`src/rtl/run_latency_logger_pkg.sv`:
```
// Shared definitions for the run latency logger: FSM state encoding,
// default widths/depths and the saturation limit of the latency timer.
package run_latency_logger_pkg;

  localparam int unsigned CNT_W_DEF  = 8;
  localparam int unsigned DEPTH_DEF  = 4;
  localparam int unsigned ADDR_W_DEF = 2;

  // Largest latency representable with the default timer width.
  localparam logic [CNT_W_DEF-1:0] TIMER_MAX = '1;

  typedef enum logic [1:0] {
    ST_IDLE     = 2'd0,
    ST_MEASURE  = 2'd1,
    ST_WAIT_LOW = 2'd2
  } state_e;

endpackage : run_latency_logger_pkg

```
`src/rtl/run_latency_logger_fifo.sv`:
```
// sync_fifo_fwft: first-word-fall-through FIFO with occupancy count and a
// sticky overflow flag.
//   clk, rst     : clock, synchronous active-low reset
//   push_i       : write push_data_i (dropped when full with no pop)
//   pop_ready_i  : consumer accepts the head entry
//   valid_o      : FIFO non-empty
//   data_o       : head entry, read combinationally from storage
//   count_o      : occupancy 0..DEPTH
//   ovf_o        : set when a push was dropped; cleared only by reset
module sync_fifo_fwft #(
  parameter int unsigned WIDTH  = 8,
  parameter int unsigned DEPTH  = 4,
  parameter int unsigned ADDR_W = 2
) (
  input  logic              clk,
  input  logic              rst,
  input  logic              push_i,
  input  logic [WIDTH-1:0]  push_data_i,
  input  logic              pop_ready_i,
  output logic              valid_o,
  output logic [WIDTH-1:0]  data_o,
  output logic [ADDR_W:0]   count_o,
  output logic              ovf_o
);

  localparam logic [ADDR_W:0] FULL_CNT = (ADDR_W+1)'(DEPTH);

  logic [WIDTH-1:0]  mem_q [DEPTH];
  logic [ADDR_W-1:0] wr_ptr_q, rd_ptr_q;
  logic [ADDR_W:0]   count_q, count_d;
  logic              ovf_q;

  logic full_c, do_pop_c, do_push_c, drop_c;

  // A full FIFO still accepts a push when the head is popped on the same edge;
  // the write lands in the slot being vacated, which becomes the new tail.
  always_comb begin
    full_c    = (count_q == FULL_CNT);
    do_pop_c  = valid_o && pop_ready_i;
    do_push_c = push_i && (!full_c || do_pop_c);
    drop_c    = push_i && full_c && !do_pop_c;
  end

  always_comb begin
    count_d = count_q;
    case ({do_push_c, do_pop_c})
      2'b10:   count_d = count_q + (ADDR_W+1)'(1);
      2'b01:   count_d = count_q - (ADDR_W+1)'(1);
      default: count_d = count_q;
    endcase
  end

  always_ff @(posedge clk) begin
    if (!rst) begin
      for (int i = 0; i < int'(DEPTH); i++) mem_q[i] <= '0;
      wr_ptr_q <= '0;
      rd_ptr_q <= '0;
      count_q  <= '0;
      ovf_q    <= 1'b0;
    end else begin
      if (do_push_c) begin
        mem_q[wr_ptr_q] <= push_data_i;
        wr_ptr_q        <= wr_ptr_q + ADDR_W'(1);
      end
      if (do_pop_c) rd_ptr_q <= rd_ptr_q + ADDR_W'(1);
      count_q <= count_d;
      if (drop_c) ovf_q <= 1'b1;
    end
  end

  assign valid_o = (count_q != '0);
  assign data_o  = mem_q[rd_ptr_q];
  assign count_o = count_q;
  assign ovf_o   = ovf_q;

endmodule : sync_fifo_fwft

```
`src/rtl/run_latency_logger.sv`:
```
// run_latency_logger: times each start->done run of the upstream controller
// and queues the latency (in clock edges) into an FWFT event FIFO.
//   clk, rst          : clock, synchronous active-low reset
//   s, g              : start strobe and done level from the controller
//   ev_valid/ev_ready : event FIFO handshake, ev_data is the head latency
//   ev_count          : FIFO occupancy 0..DEPTH
//   ovf               : sticky, a measurement was dropped on a full FIFO
//   busy              : FSM not in IDLE
module run_latency_logger
  import run_latency_logger_pkg::*;
#(
  parameter int unsigned CNT_W  = CNT_W_DEF,
  parameter int unsigned DEPTH  = DEPTH_DEF,
  parameter int unsigned ADDR_W = ADDR_W_DEF
) (
  input  logic              clk,
  input  logic              rst,
  input  logic              s,
  input  logic              g,
  output logic              ev_valid,
  input  logic              ev_ready,
  output logic [CNT_W-1:0]  ev_data,
  output logic [ADDR_W:0]   ev_count,
  output logic              ovf,
  output logic              busy
);

  // Saturation limit for this instance's timer width.
  localparam logic [CNT_W-1:0] TMAX = '1;

  state_e           state_q, state_d;
  logic [CNT_W-1:0] timer_q, timer_d;
  logic             busy_q;
  logic             push_c;

  // State register; busy is registered alongside the state it reflects.
  always_ff @(posedge clk) begin
    if (!rst) begin
      state_q <= ST_IDLE;
      timer_q <= '0;
      busy_q  <= 1'b0;
    end else begin
      state_q <= state_d;
      timer_q <= timer_d;
      busy_q  <= (state_d != ST_IDLE);
    end
  end

  // Next-state logic. WAIT_LOW ignores s so a long g yields one entry.
  always_comb begin
    state_d = state_q;
    case (state_q)
      ST_IDLE:     if (s) state_d = ST_MEASURE;
      ST_MEASURE:  if (g) state_d = ST_WAIT_LOW;
      ST_WAIT_LOW: if (!g) state_d = ST_IDLE;
      default:     state_d = ST_IDLE;
    endcase
  end

  // Timer and push. The timer starts at 1 on the start edge so the value
  // pushed on the done edge equals the number of edges between them.
  always_comb begin
    timer_d = timer_q;
    push_c  = 1'b0;
    case (state_q)
      ST_IDLE: begin
        if (s) timer_d = CNT_W'(1);
      end
      ST_MEASURE: begin
        if (g) begin
          push_c = 1'b1;
        end else if (timer_q != TMAX) begin
          timer_d = timer_q + CNT_W'(1);
        end
      end
      default: begin
        timer_d = timer_q;
      end
    endcase
  end

  sync_fifo_fwft #(
    .WIDTH  (CNT_W),
    .DEPTH  (DEPTH),
    .ADDR_W (ADDR_W)
  ) u_fifo (
    .clk         (clk),
    .rst         (rst),
    .push_i      (push_c),
    .push_data_i (timer_q),
    .pop_ready_i (ev_ready),
    .valid_o     (ev_valid),
    .data_o      (ev_data),
    .count_o     (ev_count),
    .ovf_o       (ovf)
  );

  assign busy = busy_q;

endmodule : run_latency_logger

```
`config.mk`:
```
export PLATFORM = sky130hd
export DESIGN_NAME = run_latency_logger
export DESIGN_NICKNAME = d
export VERILOG_FILES = /design/src/rtl/run_latency_logger_pkg.sv /design/src/rtl/run_latency_logger_fifo.sv /design/src/rtl/run_latency_logger.sv
export SDC_FILE = /design/constraint.sdc
export NUM_CORES = 1
export LEC_CHECK = 0
export ABC_AREA = 1
export CAP_MARGIN = 20
export CORE_UTILIZATION = 39
export CTS_BUF_LIST = sky130_fd_sc_hd__clkbuf_16
export DETAILED_ROUTE_END_ITERATION = 10
export RECOVER_POWER = 100
export SLEW_MARGIN = 20
export SYNTH_ARGS = -nofsm -noshare
export SYNTH_HDL_FRONTEND = slang
export SYNTH_SLANG_ARGS = --single-unit
```
`constraint.sdc`:
```
create_clock -name clk -period 1.8 [get_ports clk]
set_clock_uncertainty 0.05 [all_clocks]
set_input_delay 0.18 -clock clk [delete_from_list [all_inputs] [get_ports clk]]
set_output_delay 0.18 -clock clk [all_outputs]
set_load 0.1 [all_outputs]
```
==> metrics.cfg, run 1 <==
[run_status]
violations = setup timing
status = finished, violations left

[layout]
instances_no_fill = 406
layout_common_cells = nor2_1 (65), inv_1 (38), nand2_1 (34), edfxtp_1 (32), o21ai_0 (25)
seq_area_mm2 = 0.00140
layout-drive-gt1-share_pct = 28.1
fillers = 515
multiInputGateArea_mm2 = 0.00105
layout_commonest_cell = nor2_1
diodes = 0
final_nets = 338
area_delta_synth_final_pct = 35.8

[synth]
syn_nets = 292
ys_warn_count = 0
synthesis.area_mm2 = 0.00244
synthCells = 284
syn_avg_cell_area_um2 = 8.59
synthDistinctLibCells = 23
ys_seq_area_share_pct = 56.6
ys_ff_latch = 53

[timing]
finalSetupViolations = 1
slew_viol_final = 0
fin_crit_sh_pct = 103
slew_headroom_pct = 63.8
grt_setup_unrepaired = yes
fin_crit_ps = 1850
fmax_ghz = 0.539
setup_ws_ps = -53.8
hold_viol = 0
tightest_slew_ps = 545

[drt]
drtAntennaViolNets = 0
vias_per_cell = 4.81
routedWlPerCell_um = 12.2
drtPass1Iterations = 4
routed_wl_mm = 4.94
drcViolationCount = 0
first_iter_violations = 62
num_vias = 1951

[floorplan]
fp.dieH_um = 81.1
fp-row-count = 28
io_pins = 19
dieArea_mm2 = 0.00658
die_w_um = 81.1
core_area_mm2 = 0.00599
start_util_pct = 40.7

[clock_tree]
clkTransAtPathRegs_ps = 70
cts_tree = built
cts.sinks = 53
cts_made_buffers = 5
cts_htree_levels = 2
ctsLongestPathBuffers = 2
insertion_delay_ps = 290
cts_root_buf = clkbuf_16

[placed_design]
port_buffers = 18
placed_cells = 393
post-dp-hpwl_mm = 3.64
gp_congestion = 0.839
place_ws_ps = -198

[global_routing]
grt_pass1_wl_mm = 8.37
gr-total-overflow = 0
first_global_vias = 1837
grt_max_degree = 17
antenna_found_initial = 0
grt_util_all_layers_pct = 16.9

[power]
ir_drop_v = 0.000804
p_leak_nw = 1.33
p_per_area_mw_per_mm2 = 1370

[worst_setup_path]
worstSetupStartpoint = u_fifo.count_o[2]$_SDFFE_PN0P_
slowest_delay_ps = 360
r2r_start = u_fifo.count_o[2]$_SDFFE_PN0P_
cpMaxStageDelayCell = dfxtp_4
crit_path_end_kind = flop
worstPathCellList = clkinvlp_4, nor2_4, nand2_2, nand2_2, ha_2, inv_2, fa_2, a21oi_2, o21ai_2, nand2_1, nand2_1, nor2_1
arrival_ps = 2030
critPathTopFamily = adder cells
cp_num_buf_inv = 2
worstPathRequired_ps = 1970
critPathLaunchType = flop
cp_max_fo = 3
critPathKind = reg2reg

[run]
max_cap_viol_count = 0

[worst_hold_path]
hold_path_class = reg2reg
hp-start = u_fifo.rd_ptr_q[1]$_SDFFE_PN0P_

==> registers in the layout (all words and copies together), names as in the netlist, named ones only <==
signal and count:
u_fifo.rd_ptr_q 2, u_fifo.wr_ptr_q 2, u_fifo.mem_q 32, u_fifo.count_o 3
u_fifo.ovf_o 1, busy 1, timer_q 8, state_q 2
==> power breakdown <==
group          internal, mW  switching (mW)  leakage (nW)
clock                 0.510           0.412        0.0672
sequential             1.39          0.0742         0.505
combinational         0.747            1.42         0.758
==> metal layers <==
| layer | up-vias | share of wire [%] | GRT usage [%] |
|---|---|---|---|
| li1 | 1012 | - | - |
| met1 | 904 | 47 | 22.2 |
| met2 | 29 | 49 | 27.1 |
| met3 | 6 | 2.7 | 2.58 |
| met4 | 0 | 1.3 | 8.21 |
| met5 | - | 0 | 0 |
==> synthesized netlist by cell type <==
master	count	area share, %
a21oi_1	8	1.6
a21oi_2	1	0.36
a31oi_1	1	0.26
buf_2	1	0.20
buf_6	1	0.46
clkbuf_1	3	0.46
clkinv_1	1	0.15
dfxtp_1	21	17
edfxtp_1	32	39
fa_1	1	0.82
ha_1	2	1.0
inv_1	42	6.5
inv_2	1	0.15
nand2_1	38	5.8
nand2_2	5	1.3
nand2_4	1	0.46
nand3_1	13	2.7
nand3_2	2	0.82
nor2_1	68	10
nor2_2	1	0.26
nor2_4	3	1.4
o21ai_0	30	6.2
o22ai_1	8	2.1
==> final cells by class <==
type,instances,share of cell area [%]
sequential,53,42.1
multi-input combinational,182,31.7
timing repair buffer,43,13.4
inverter,44,5.36
clock buffer,5,3.78
tap,75,2.83
clock inverter,3,0.566
timing repair inverter,1,0.227
==> through the flow <==
stage          setup TNS, ps  util, %  total power [mW]  area, um2  hold slack, ps
5_1_grt                 -203     55.3              4.75       3310             470
3_3_place_gp           -2140     51.8              3.55       3100             398
3_5_place_dp           -2730     51.8              3.56       3100             402
4_1_cts                -13.0     54.3              4.50       3250             417
6_report               -53.8     55.3              4.55       3310             408
2_1_floorplan          -1730        -              2.91       2610             354
==> kinds of logic after synthesis <==
kind of cell | Yosys count | share of synthesized area, %
AO/OA/AOI/OAI | 48 | 10.5
flip-flops | 53 | 56.6
AND/OR/NAND/NOR | 131 | 23.2
adder cells (fa/ha/maj) | 3 | 1.85
buffers and inverters | 49 | 7.90
==> timing repair <==
| action | 4_1_cts | 5_1_grt |
|---|---|---|
| cloned | 0 | 1 |
| setup buffers | 0 | 4 |
| hold buffers | 0 | 0 |
| pin swaps | 0 | 2 |
| endpoints found under the setup margin | 1 | 18 |
| gates resized for setup | 2 | 17 |
==> final timing paths <==
kind / endpoint / slack, ps / cells after the start
max: u_fifo.count_o[2]$_SDFFE_PN0P_ / -50 / 12
min reg2reg: flop / 410 / 2
min: flop / 410 / 2
max reg2reg: u_fifo.count_o[2]$_SDFFE_PN0P_ / -50 / 12
==> tightest hold or removal path, delay by kind of cell (launching register included) <==
family                 cells  cell delay (ps)
buffers and inverters      1               50
AO/OA/AOI/OAI              1               60
flip-flops                 1              310
Note: power is estimated with default switching activity, not from simulation.
==> run 2: changes to the inputs <==
CTS_CLUSTER_SIZE = 20   (was default)
==> results of run 2 <==
The final DEF is identical to that of run 1; final timing and power are the same.
